**config.mk**
```make
export PLATFORM = sky130hd
export DESIGN_NAME = fft4
export DESIGN_NICKNAME = d
export VERILOG_FILES = /design/src/rtl/fft4.sv
export SDC_FILE = /design/constraint.sdc
export NUM_CORES = 1
export LEC_CHECK = 0
export CELL_PAD_IN_SITES_DETAIL_PLACEMENT = 1
export CELL_PAD_IN_SITES_GLOBAL_PLACEMENT = 2
export CORE_MARGIN = 2
export CORE_UTILIZATION = 27
export CTS_CLUSTER_DIAMETER = 150
export CTS_CLUSTER_SIZE = 10
export DETAILED_ROUTE_END_ITERATION = 8
export PLACE_DENSITY = 0.83
export SYNTH_ARGS = -nofsm -noshare
export SYNTH_HDL_FRONTEND = slang
export SYNTH_SLANG_ARGS = --single-unit
```
**constraint.sdc**
```tcl
create_clock -name clk -period 2.1 [get_ports clk]
set_input_delay 0.315 -clock clk [delete_from_list [all_inputs] [get_ports clk]]
set_output_delay 0.315 -clock clk [all_outputs]
set_load 0.02 [all_outputs]
```
**src/rtl/fft4.sv**
```systemverilog
// 4-point radix-2 DIT FFT on four 1-bit real samples; two register stages (butterflies, then outputs).
// Latency 2 clocks, one sample set per clock; no backpressure, data registers load every cycle.
module fft4 (
  input  logic       clk,
  input  logic       rst_n,
  input  logic       in_valid,
  input  logic [3:0] inp,
  output logic       out_valid,
  output logic [2:0] rout_0,
  output logic [2:0] rout_1,
  output logic [2:0] rout_2,
  output logic [2:0] rout_3,
  output logic [2:0] iout_0,
  output logic [2:0] iout_1,
  output logic [2:0] iout_2,
  output logic [2:0] iout_3
);

  // a0/b0 are unsigned sums (0..2); a1/b1 are two's complement differences (-1..1)
  typedef struct packed {
    logic [1:0] a0;
    logic [1:0] a1;
    logic [1:0] b0;
    logic [1:0] b1;
  } bfly_t;

  bfly_t bfly_nxt;
  bfly_t bfly_q;
  logic  vld_q;

  logic [2:0] a0_ext;
  logic [2:0] a1_ext;
  logic [2:0] b0_ext;
  logic [2:0] b1_ext;

  always_comb begin
    bfly_nxt.a0 = {1'b0, inp[0]} + {1'b0, inp[2]};
    bfly_nxt.a1 = {1'b0, inp[0]} - {1'b0, inp[2]};
    bfly_nxt.b0 = {1'b0, inp[1]} + {1'b0, inp[3]};
    bfly_nxt.b1 = {1'b0, inp[1]} - {1'b0, inp[3]};
  end

  always_ff @(posedge clk or negedge rst_n) begin
    if (!rst_n) begin
      bfly_q <= '0;
      vld_q  <= 1'b0;
    end else begin
      bfly_q <= bfly_nxt;
      vld_q  <= in_valid;
    end
  end

  assign a0_ext = {1'b0, bfly_q.a0};
  assign b0_ext = {1'b0, bfly_q.b0};
  assign a1_ext = {bfly_q.a1[1], bfly_q.a1};
  assign b1_ext = {bfly_q.b1[1], bfly_q.b1};

  // X[3] is conj(X[1]) for real input, so both bins share a1 and differ only in the sign of b1
  always_ff @(posedge clk or negedge rst_n) begin
    if (!rst_n) begin
      out_valid <= 1'b0;
      rout_0    <= '0;
      rout_1    <= '0;
      rout_2    <= '0;
      rout_3    <= '0;
      iout_1    <= '0;
      iout_3    <= '0;
    end else begin
      out_valid <= vld_q;
      rout_0    <= a0_ext + b0_ext;
      rout_2    <= a0_ext - b0_ext;
      rout_1    <= a1_ext;
      rout_3    <= a1_ext;
      iout_1    <= 3'd0 - b1_ext;
      iout_3    <= b1_ext;
    end
  end

  assign iout_0 = 3'd0;
  assign iout_2 = 3'd0;

endmodule

```
# Word-level counts from Yosys, hierarchy flattened
# Cells that the tools add are included.
dict set report word_totals {
  out_inout_bits 25
  input_bits 7
  ff_bits 23
  wordCells 18
}
dict set report op_classes {
  n_addsub 7
}
# op count
set op_table {}
lappend op_table {{$add 1x1->2} 2}
lappend op_table {{$sub 1x1->2} 2}
lappend op_table {{$add 2x2->3} 1}
lappend op_table {{$sub 1x2->3 const A} 1}
lappend op_table {{$sub 2x2->3} 1}

# Longest topological paths before layout
# Gate-level depths: netlist (run 1).
dict set report logic_depth {
  depth_word 1
  depth_mapped 4
}

# Worst setup path after synthesis (run 1)
# No wires, ideal clock.
dict set report synth_path {
  path_type {reg2reg}
  from {register bfly_q, in the netlist b0_ext[0]}
  to {register rout_2[1]}
  setup_slack_ns 0.908
  stages_incl_launch_ff 4
  arrival_time_ns 1.078
  required_ns 1.986
  path_cell_list {dfrtp_1 > ha_1 > fa_1 > inv_1}
}
dict set report synth_via {
  elab_chain_len 1
}
# element line
set synth_lines {}
lappend synth_lines {{start: declaration} 28} ;# bfly_t bfly_q;
lappend synth_lines {{start signal: assignment} 48} ;# bfly_q <= bfly_nxt;
lappend synth_lines {{$sub 2x2->3} 71} ;# rout_2 <= a0_ext - b0_ext;
lappend synth_lines {{end signal: assignment} 71}
lappend synth_lines {{end: declaration} 11} ;# output logic [2:0] rout_2,
# No other way between the ends.

==> results of run 1 <==
-- how the worst min path moves through the flow --
| stage | slack (ns) | to | cells after the start | from |
|---|---|---|---|---|
| global route | 0.36 | rout_2[2] | 2 | rst_n |
| floorplan | 0.02 | a0_ext[1] | 0 | rst_n |
| CTS | 0.36 | rout_2[2] | 2 | rst_n |
| finish | 0.35 | rout_2[2] | 2 | rst_n |
| detailed placement | 0.35 | out_valid | 0 | vld_q |
| global placement | 0.34 | rout_1[1] | 0 | a1_ext[1] |
-- through the flow --
step | instances | instance area (µm²) | util, %
global route | 109 | 1000 | 37.0
floorplan | 61 | 776 | -
detailed placement | 105 | 975 | 36.0
global placement | 105 | 975 | 36.0
finish | 109 | 1000 | 37.0
CTS | 109 | 1000 | 37.0
-- kinds of logic after synthesis --
logic type | Yosys count | synth area share, %
buffers and inverters | 27 | 19.8
DFF | 19 | 62.8
adders and majority gates | 9 | 16.9
other | 1 | 0.495
-- cells in the final DEF, fill, tap and decap left out --
master           instances
fa_1                     2
ha_1                     7
clkinv_2                 1
buf_4                    1
dfrtp_1                 19
conb_1                   6
clkbuf_4                 3
clkdlybuf4s50_1         25
inv_1                   14
-- metal layers --
layer | share of wire (%) | vias up | global-route usage [%]
met5 | 0 | - | 0
met4 | 2.6 | 0 | 3.99
met3 | 11 | 4 | 2.04
met2 | 51 | 24 | 11.7
met1 | 35 | 185 | 8.11
li1 | - | 184 | -
-- cell type report --
cell class,instances,area share [%]
clock buffer,3,2.25
inverter,14,5.24
tap,31,3.87
multi-input combinational,15,15.0
clock inverter,1,0.499
timing repair buffer,26,25.7
sequential,19,47.4
-- flip-flops by register name (all words and copies together) (netlist names) --
register and cells:
a1_ext 2, b0_ext 2, rout_1 2, a0_ext 1, rout_2 2, out_valid 1, iout_3 1, iout_1 3
rout_0 3, b1_ext 1, vld_q 1
-- power breakdown --
part,internal [W],switching [W],leakage [nW]
Clock,0.0000710,0.000107,0.0177
Sequential,0.000401,0.0000146,0.233
Combinational,0.0000895,0.000101,0.256
Total,0.000562,0.000223,0.506
==> metrics.md, run 1 <==
| Metric | Value |
|---|---|
| Status | complete, no violations |
| Synth warn | 0 |
| Die height | around 57 µm |
| # resized after CTS | 0 |
| GP Congestion | roughly 0.63 |
| Multi-input gate area | 150 µm² |
| Largest net degree at the start of global routing | 20 |
| Die W | approximately 57 µm |
| Max Freq | 623 MHz |
| Max capacitance violation total | 0 |
| Cell variety after synth | 6 |
| Root Driver | clkbuf_4 |
| Avg Cell Area, Syn | 13.5 µm² |
| Layout cell share with drive strength beyond 1 | 6.41% |
| Leakage power | 0.506 nW |
| Dpl ws | slightly above 0.8 ns |
| Core area | 2710 µm² |
| Crit path max-delay family | buffers and inverters |
| R2R Path Start | b0_ext[0] |
| First-pass GRT wire length | around 1700 µm |
| Cells along the critical path | clkdlybuf4s50_1 |
| Period utilization | 76.5% |
| Reg2Reg Setup Slack | 0.80 ns |
| Filler cells | 303 |
| Worst EP arrival | 1.29 ns |
| Synth Register Bits | 19 |
| Worst setup path category | reg2out |
| Count leader, synth | dfrtp_1 |
| Routed vias | between 300 and 400 |
| Worst r2r dst | rout_2[1] |
| Crit path launch | rout_1[1] |
| Iteration-0 DRC Markers | 1 |
| CP Buf/Inv Count | 1 |
| Sink Count | 19 |
| Most common library cells after synthesis | dfrtp_1 (19), inv_1 (14), buf_4 (13), ha_1 (7), fa_1 (2) |
| Slowest CP cell | clkdlybuf4s50_1 |
| Inserted Diodes | 0 |
| Total power | 0.000784 W |
| Area growth from synthesis to layout | 32.4% |
| FF/Latch Area | 475 µm² |
| FF-to-FF path depth | 3 |
| Final nets | 95 |
| Number of global-route vias before repair | 403 |
| CTS Hold Bufs | 0 |
| Drt via density | 3.64 |
| CP Capture Type | primary output |
| Crit path largest cell delay | 0.61 ns |
| Routed length per placed instance | 8.97 µm |
| Final min period | 1.61 ns |
| Initial antenna violation count | 0 |
| Die area | 3240 µm² |
| Drt pass-1 iters | 3 |
| Hold slack | between 0.3 and 0.4 ns |
| Peak supply drop | 444 µV |
| Synth Flop Type | dfrtp_1 |
| Routed wire length | about 1000 µm |
| Clock Skew | 0.00670 ns |
| Final setup viols | 0 |
| Number of port buffers | 25 |
| Crit path to | rout_3[1] |
| CP Depth | 1 |
| Cell Pwr Density | between 700 and 800 nW/µm² |
| Startpoint types | flip-flop |
| WP data required | 1.78 ns |
| Post-synthesis sequential area ratio | between 60% and 70% |
| Setup ws final | 0.494 ns |
| Clock transition at path regs | 0.10 ns |
| Top Ports | 32 |
| DR DRC count | 0 |
| Hold Fails Final Rpt | 0 |
| TNS Setup | 0 ns |
| Main area contributors after synthesis | dfrtp_1 (63%), buf_4 (13%), ha_1 (12%) |
| Async SR Flop Fraction | 100% |
| Row cnt | 19 |
| Final ANT Viol Nets | 0 |
| Top cell type by total area after synthesis | dfrtp_1 |
| Clock Tree Buf Depth | 2 |
| Worst hold path class | in2async |
| GR Util All Layers | 7.03% |
| Gate Count Post-Synth | 56 |
| CP Max Fanout | 4 |
| Grt total ovfl | 0 |
| Slew Limit Fails | 0 |
| Syn Std Cell Area | 757 µm² |
| Post-DP HPWL | 779 µm |
| Clk_lat worst skew | 0.30 ns |
| Number of setup buffers added after CTS | 0 |
| CTS tree | done |
| CTS Buf Count | 3 |
| Post-synth EDFFs | 0 |
| RSZ-0062 raised after global routing | no |
| Initial Utilization | 27.9% |
| H-tree levels | 1 |
| Yosys top cell area share | 62.8% |
Note: power is estimated with default switching activity, not from simulation.
==> run 2, diff against run 1 <==
Settings changed: CORE_UTILIZATION 27 to 25, PLACE_DENSITY 0.83 to 0.78.
Clock period 2.1 ns to 1.6 ns, I/O delays scaled along.
==> metrics.md, run 2 (same netlist as run 1, synthesis figures left out) <==
| Metric | Value |
|---|---|
| Number of global-route vias before repair | 430 (was 403) |
| FF-to-FF path depth | 4 (was 3) |
| Sink Count | 19 (unchanged) |
| Die W | 59.0 µm (was 57.0 µm) |
| Iteration-0 DRC Markers | 7 (was 1) |
| Number of setup buffers added after CTS | 0 (unchanged) |
| Period utilization | around 96% |
| TNS Setup | 0 ns (unchanged) |
| Slowest CP cell | clkdlybuf4s50_1 (unchanged) |
| RSZ-0062 raised after global routing | no (unchanged) |
| Crit path launch | iout_3[1] (was rout_1[1]) |
| Final nets | 95 (unchanged) |
| Initial antenna violation count | 0 (unchanged) |
| Slew Limit Fails | 0 (unchanged) |
| R2R Path Start | b0_ext[0] (unchanged) |
| Status | finished, violations left (was complete, no violations) |
| Top Ports | 32 (unchanged) |
| Die height | 59.0 µm (was 57.0 µm) |
| DR DRC count | 1 (was 0) |
| First-pass GRT wire length | 1930 µm (was 1720 µm) |
| Post-placement cell area | 975 µm² (unchanged) |
| Drt pass-1 iters | 6 (was 3) |
| Largest net degree at the start of global routing | 20 (unchanged) |
| Clk_lat worst skew | 0.30 ns (about the same) |
| Final min period | 1.53 ns |
| Regs by FF count | iout_1 (3), rout_0 (3) (unchanged) |
| Initial Utilization | 27.0% (was 27.9%) |
| Layout cell share with drive strength beyond 1 | 6.41% (unchanged) |
| Leakage power | 0.576 nW (was 0.506 nW) |
| Cell area after layout | 1010 µm² (was 1000 µm²) |
| CTS Buf Count | 3 (unchanged) |
| Failing checks | design-rule violations |
| Drt via density | 3.85 (was 3.64) |
| Routed wire length | 1160 µm (was 978 µm) |
| Cells along the critical path | clkdlybuf4s50_1 (unchanged) |
| Row cnt | 19 (unchanged) |
| Final setup viols | 0 (unchanged) |
| WP data required | 1.36 ns (was 1.78 ns) |
| Worst EP arrival | 1.29 ns (about the same) |
| Grt total ovfl | 0 (unchanged) |
| Inserted Diodes | 0 (unchanged) |
| Worst hold path class | in2async (unchanged) |
| Worst setup path category | reg2out (unchanged) |
| CP Depth | 1 (unchanged) |
| Clock Skew | 0.00834 ns (was 0.00670 ns) |
| Number of port buffers | 25 (unchanged) |
| Die area | 3480 µm² (was 3240 µm²) |
| Routed length per placed instance | 10.6 µm (was 8.97 µm) |
| CP Capture Type | primary output (unchanged) |
| Clock transition at path regs | 0.11 ns (was 0.10 ns) |
| Commonest non-fill, non-tap cells in the layout | clkdlybuf4s50_1 (20), dfrtp_1 (19), inv_1 (14) (was clkdlybuf4s50_1 (25), dfrtp_1 (19), inv_1 (14)) |
| Root Driver | clkbuf_4 (unchanged) |
| Crit path max-delay family | buffers and inverters (unchanged) |
| Routed vias | 420 (was 397) |
| CP Buf/Inv Count | 1 (unchanged) |
| Peak supply drop | 283 µV (was 444 µV) |
| Hold slack | 0.266 ns (was 0.349 ns) |
| GP Congestion | 0.595 (was 0.634) |
| Post-route insts no fill | 109 (unchanged) |
| Filler cells | 303 (unchanged) |
| Area growth from synthesis to layout | 34.0% (was 32.4%) |
| Crit path largest cell delay | 0.61 ns (about the same) |
| Max Freq | 653 MHz |
| CTS tree | done (unchanged) |
| GR Util All Layers | 7.97% (was 7.03%) |
| Cell Pwr Density | 1020 nW/µm² (was 783 nW/µm²) |
| Hold Fails Final Rpt | 0 (unchanged) |
| CP Max Fanout | 2 (was 4) |
| Max capacitance violation total | 0 (unchanged) |
| Dpl cells | 105 (unchanged) |
| Most common cell after layout, fill and taps aside | clkdlybuf4s50_1 (unchanged) |
| Clock Tree Buf Depth | 2 (unchanged) |
| Core area | 2810 µm² (was 2710 µm²) |
| Final ANT Viol Nets | 0 (unchanged) |
| Startpoint types | flip-flop (unchanged) |
| H-tree levels | 1 (unchanged) |
run 2: cell types whose count changed in the layout (fill, tap and decap cells not counted), sizes merged:
cell	previous run	this run
clkdlybuf4s50	25	20
dlymetal6s2s	0	5
run 2: through the flow:
stage,util (%),total power [W],setup slack [ns]
floorplan,-,0.000699,0.408
global route,36.2,0.00111,0.00711
global placement,34.7,0.000802,0.384
detailed placement,34.7,0.000811,0.356
finish,36.2,0.00104,0.0692
CTS,35.7,0.00106,0.0280
run 2: final timing paths:
check,endpoint,slack (ns)
max in group asynchronous,b0_ext[1],1.13
min in group clk,rout_1[1],0.36
max reg2reg,rout_0[1],0.35
min,rout_0[0],0.27
min reg2reg,rout_1[1],0.36
max,iout_3[2],0.07
run 2: what timing repair did:
action,4_1_cts,5_1_grt
setup endpoints to repair,0,5
resized for setup,0,5
hold buffers,0,0
run 2: final cells by class:
class | count | area (µm²) | share of cell area, %
tap | 31 | 38.8 | 3.82
multi-input combinational | 15 | 150 | 14.8
timing repair buffer | 26 | 270 | 26.6
inverter | 14 | 52.6 | 5.18
clock inverter | 1 | 5.00 | 0.493
clock buffer | 3 | 22.5 | 2.22
sequential | 19 | 475 | 46.9
run 2: report_power, final:
group / leakage (nW) / switching [W] / internal (W)
Clock: 0.0177 / 0.000148 / 0.0000934
Combinational: 0.326 / 0.000134 / 0.000116
Sequential: 0.233 / 0.0000191 / 0.000527
Total: 0.576 / 0.000302 / 0.000736
run 2: routing by layer:
| metal | up-vias | GRT usage (%) | routed length [µm] |
|---|---|---|---|
| li1 | 183 | - | - |
| met5 | - | 0 | 0 |
| met3 | 5 | 2.18 | 121 |
| met1 | 205 | 7.29 | 357 |
| met2 | 27 | 14.8 | 642 |
| met4 | 0 | 5.84 | 36 |
run 2: worst reg2reg max path: cells and delay by family (launching register included):
family / cells / cell delay [ns]
DFF: 1 / 0.41
buffers and inverters: 2 / 0.09
adders and majority gates: 2 / 0.64
==> run 3, diff against run 2 <==
Settings changed: CORE_UTILIZATION 25 to 36, DONT_BUFFER_PORTS set to 1, PLACE_DENSITY 0.78 to 0.75.
==> metrics.md, run 3 (same netlist as run 1, synthesis figures left out) <==
| Metric | Value |
|---|---|
| Internal power | 0.000646 W (was 0.000736 W) |
| Root Driver | clkbuf_4 (unchanged) |
| Crit path largest cell delay | 0.49 ns (was 0.61 ns) |
| Crit path to | rout_2[1] (was iout_3[2]) |
| Final setup viols | 0 (unchanged) |
| GR Util All Layers | 8.67% (was 7.97%) |
| TNS Setup | 0 ns (unchanged) |
| Cells along the critical path | ha_1, fa_1, inv_1 (was clkdlybuf4s50_1) |
| Row cnt | 16 (was 19) |
| Final min period | 1.28 ns (was 1.53 ns) |
| Die height | 49.9 µm (was 59.0 µm) |
| H-tree levels | 1 (unchanged) |
| Most common cell after layout, fill and taps aside | dfrtp_1 (was clkdlybuf4s50_1) |
| Drt pass-1 iters | 2 (was 6) |
| Worst EP arrival | 1.46 ns (was 1.29 ns) |
| Grt total ovfl | 0 (unchanged) |
| CTS tree | done (unchanged) |
| Filler cells | 213 (was 303) |
| Combinational share of power | 8.5% (was 24.1%) |
| Routed wire length | 931 µm (was 1160 µm) |
| Sink Count | 19 (unchanged) |
| Reg power frac | 67.2% (was 52.6%) |
| Clock Skew | 0.00700 ns (was 0.00834 ns) |
| Hold_sp | inp[3] |
| Area growth from synthesis to layout | 1.16% (was 34.0%) |
| Crit path launch | b0_ext[0] (was iout_3[1]) |
| Clock Tree Buf Depth | 2 (unchanged) |
| CP Max Fanout | 4 (was 2) |
| Power share of the clock group | 24.3% (was 23.3%) |
| Worst hold path class | in2reg (was in2async) |
| Number of port buffers | 0 (was 25) |
| Dpl ws | 0.332 ns (was 0.356 ns) |
| FF-to-FF path depth | 3 (was 4) |
| Final ANT Viol Nets | 0 (unchanged) |
| Routed vias | 305 (was 420) |
| Top Ports | 32 (unchanged) |
| Core area | 1980 µm² (was 2810 µm²) |
| Routed length per placed instance | 11.4 µm (was 10.6 µm) |
| Number of global-route vias before repair | 335 (was 430) |
| Inserted Diodes | 0 (unchanged) |
| Net Sw Power | 0.000263 W (was 0.000302 W) |
| Initial antenna violation count | 0 (unchanged) |
| Worst rel slew slack | between 40% and 50% |
| First-pass GRT wire length | 1550 µm (was 1930 µm) |
| Die W | 49.9 µm (was 59.0 µm) |
| Hold Fails Final Rpt | 0 (unchanged) |
| Status | complete, no violations (was finished, violations left) |
| Die area | 2490 µm² (was 3480 µm²) |
| Startpoint types | flip-flop (unchanged) |
| Initial Utilization | 38.2% (was 27.0%) |
| R2R Path Start | b0_ext[0] (unchanged) |
| Worst-margin pin slew | 0.801 ns |
| Slowest CP cell | fa_1 (was clkdlybuf4s50_1) |
| WP data required | 1.78 ns (was 1.36 ns) |
| Final nets | 72 (was 95) |
| CTS Buf Count | 3 (unchanged) |
| Number of setup buffers added after CTS | 0 (unchanged) |
| Largest net degree at the start of global routing | 20 (unchanged) |
| Period utilization | 80.1% (was 95.7%) |
| Regs by FF count | iout_1 (3), rout_0 (3) (unchanged) |
| Sw Share | 29.0% (was 29.1%) |
| Post-DP HPWL | 697 µm |
| Cell Pwr Density | 1190 nW/µm² (was 1020 nW/µm²) |
| Reg2Reg Setup Slack | 0.32 ns (was 0.35 ns) |
| Clk_lat worst skew | 0.28 ns (was 0.30 ns) |
| Peak supply drop | 404 µV (was 283 µV) |
| Multi-input gate area | 150 µm² (unchanged) |
| RSZ-0062 raised after global routing | no (unchanged) |
| CP Capture Type | flip-flop (was primary output) |
| Clock transition at path regs | 0.10 ns (was 0.11 ns) |
| Worst setup path category | reg2reg (was reg2out) |
| # resized after CTS | 0 (unchanged) |
| GP Congestion | 0.678 (was 0.595) |
| Layout cell share with drive strength beyond 1 | 7.27% (was 6.41%) |
| Iteration-0 DRC Markers | 1 (was 7) |
| Slew Limit Fails | 0 (unchanged) |
| DR DRC count | 0 (was 1) |
| Leakage power | 0.417 nW (was 0.576 nW) |
| Worst r2r dst | rout_2[1] (was rout_0[1]) |
| Setup ws final | 0.319 ns (was 0.0692 ns) |
| FF/Latch Area | 475 µm² (unchanged) |
| Max capacitance violation total | 0 (unchanged) |
| Max Freq | 780 MHz (was 653 MHz) |
| Drt via density | 3.72 (was 3.85) |
| Commonest non-fill, non-tap cells in the layout | dfrtp_1 (19), inv_1 (14), ha_1 (7) (was clkdlybuf4s50_1 (20), dfrtp_1 (19), inv_1 (14)) |
## run 3: worst min-delay path by stage
stage,endpoint,cells past startpoint
floorplan,a0_ext[1],0
global placement,rout_1[1],0
detailed placement,rout_0[1],0
CTS,b1_ext[1],1
global route,b0_ext[1],1
finish,b1_ext[1],1
## run 3: worst max-delay path: cells and delay by family (launching register included)
family / cells / cell delay [ns]
DFF: 1 / 0.43
adders and majority gates: 2 / 0.71
buffers and inverters: 1 / 0.04
## run 3: power by group through the flow
stage          Combinational, W  Clock [W]  Sequential, W
4_1_cts               0.0000801   0.000234       0.000613
2_1_floorplan         0.0000975          0       0.000602
6_report              0.0000772   0.000221       0.000611
5_1_grt               0.0000916   0.000256       0.000617
3_5_place_dp          0.0000642          0       0.000623
3_3_place_gp          0.0000605          0       0.000620
## run 3: per-layer routing
metal	up-vias	track usage, %	part of all wire (%)
met2	14	14.7	54
met4	0	4.17	1.6
met1	151	9.65	37
met3	2	3.03	7.2
li1	138	-	-
met5	-	0	0
## run 3: area by class of cell
type / instances / area share [%]
multi-input cells: 15 / 19.6
clock buffers: 4 / 3.43
repair buffers: 3 / 3.59
well taps: 27 / 4.41
flip-flops and latches: 19 / 62.1
inverters: 14 / 6.86
## run 3: what timing repair did
action,in CTS,in global routing
hold buffers,2,0
endpoints found under the hold margin,20,0
endpoints found under the setup margin,0,0
## run 3: per-stage QoR
| step | cell area (µm²) | hold WS, ns | instances | util (%) | power (W) |
|---|---|---|---|---|---|
| CTS | 766 | 0.0947 | 82 | 38.6 | 0.000927 |
| detailed placement | 719 | -0.0552 | 76 | 36.3 | 0.000687 |
| floorplan | 776 | -0.0556 | 61 | - | 0.000699 |
| global route | 766 | 0.0955 | 82 | 38.6 | 0.000964 |
| finish | 766 | 0.0990 | 82 | 38.6 | 0.000909 |
| global placement | 719 | -0.0552 | 76 | 36.3 | 0.000680 |
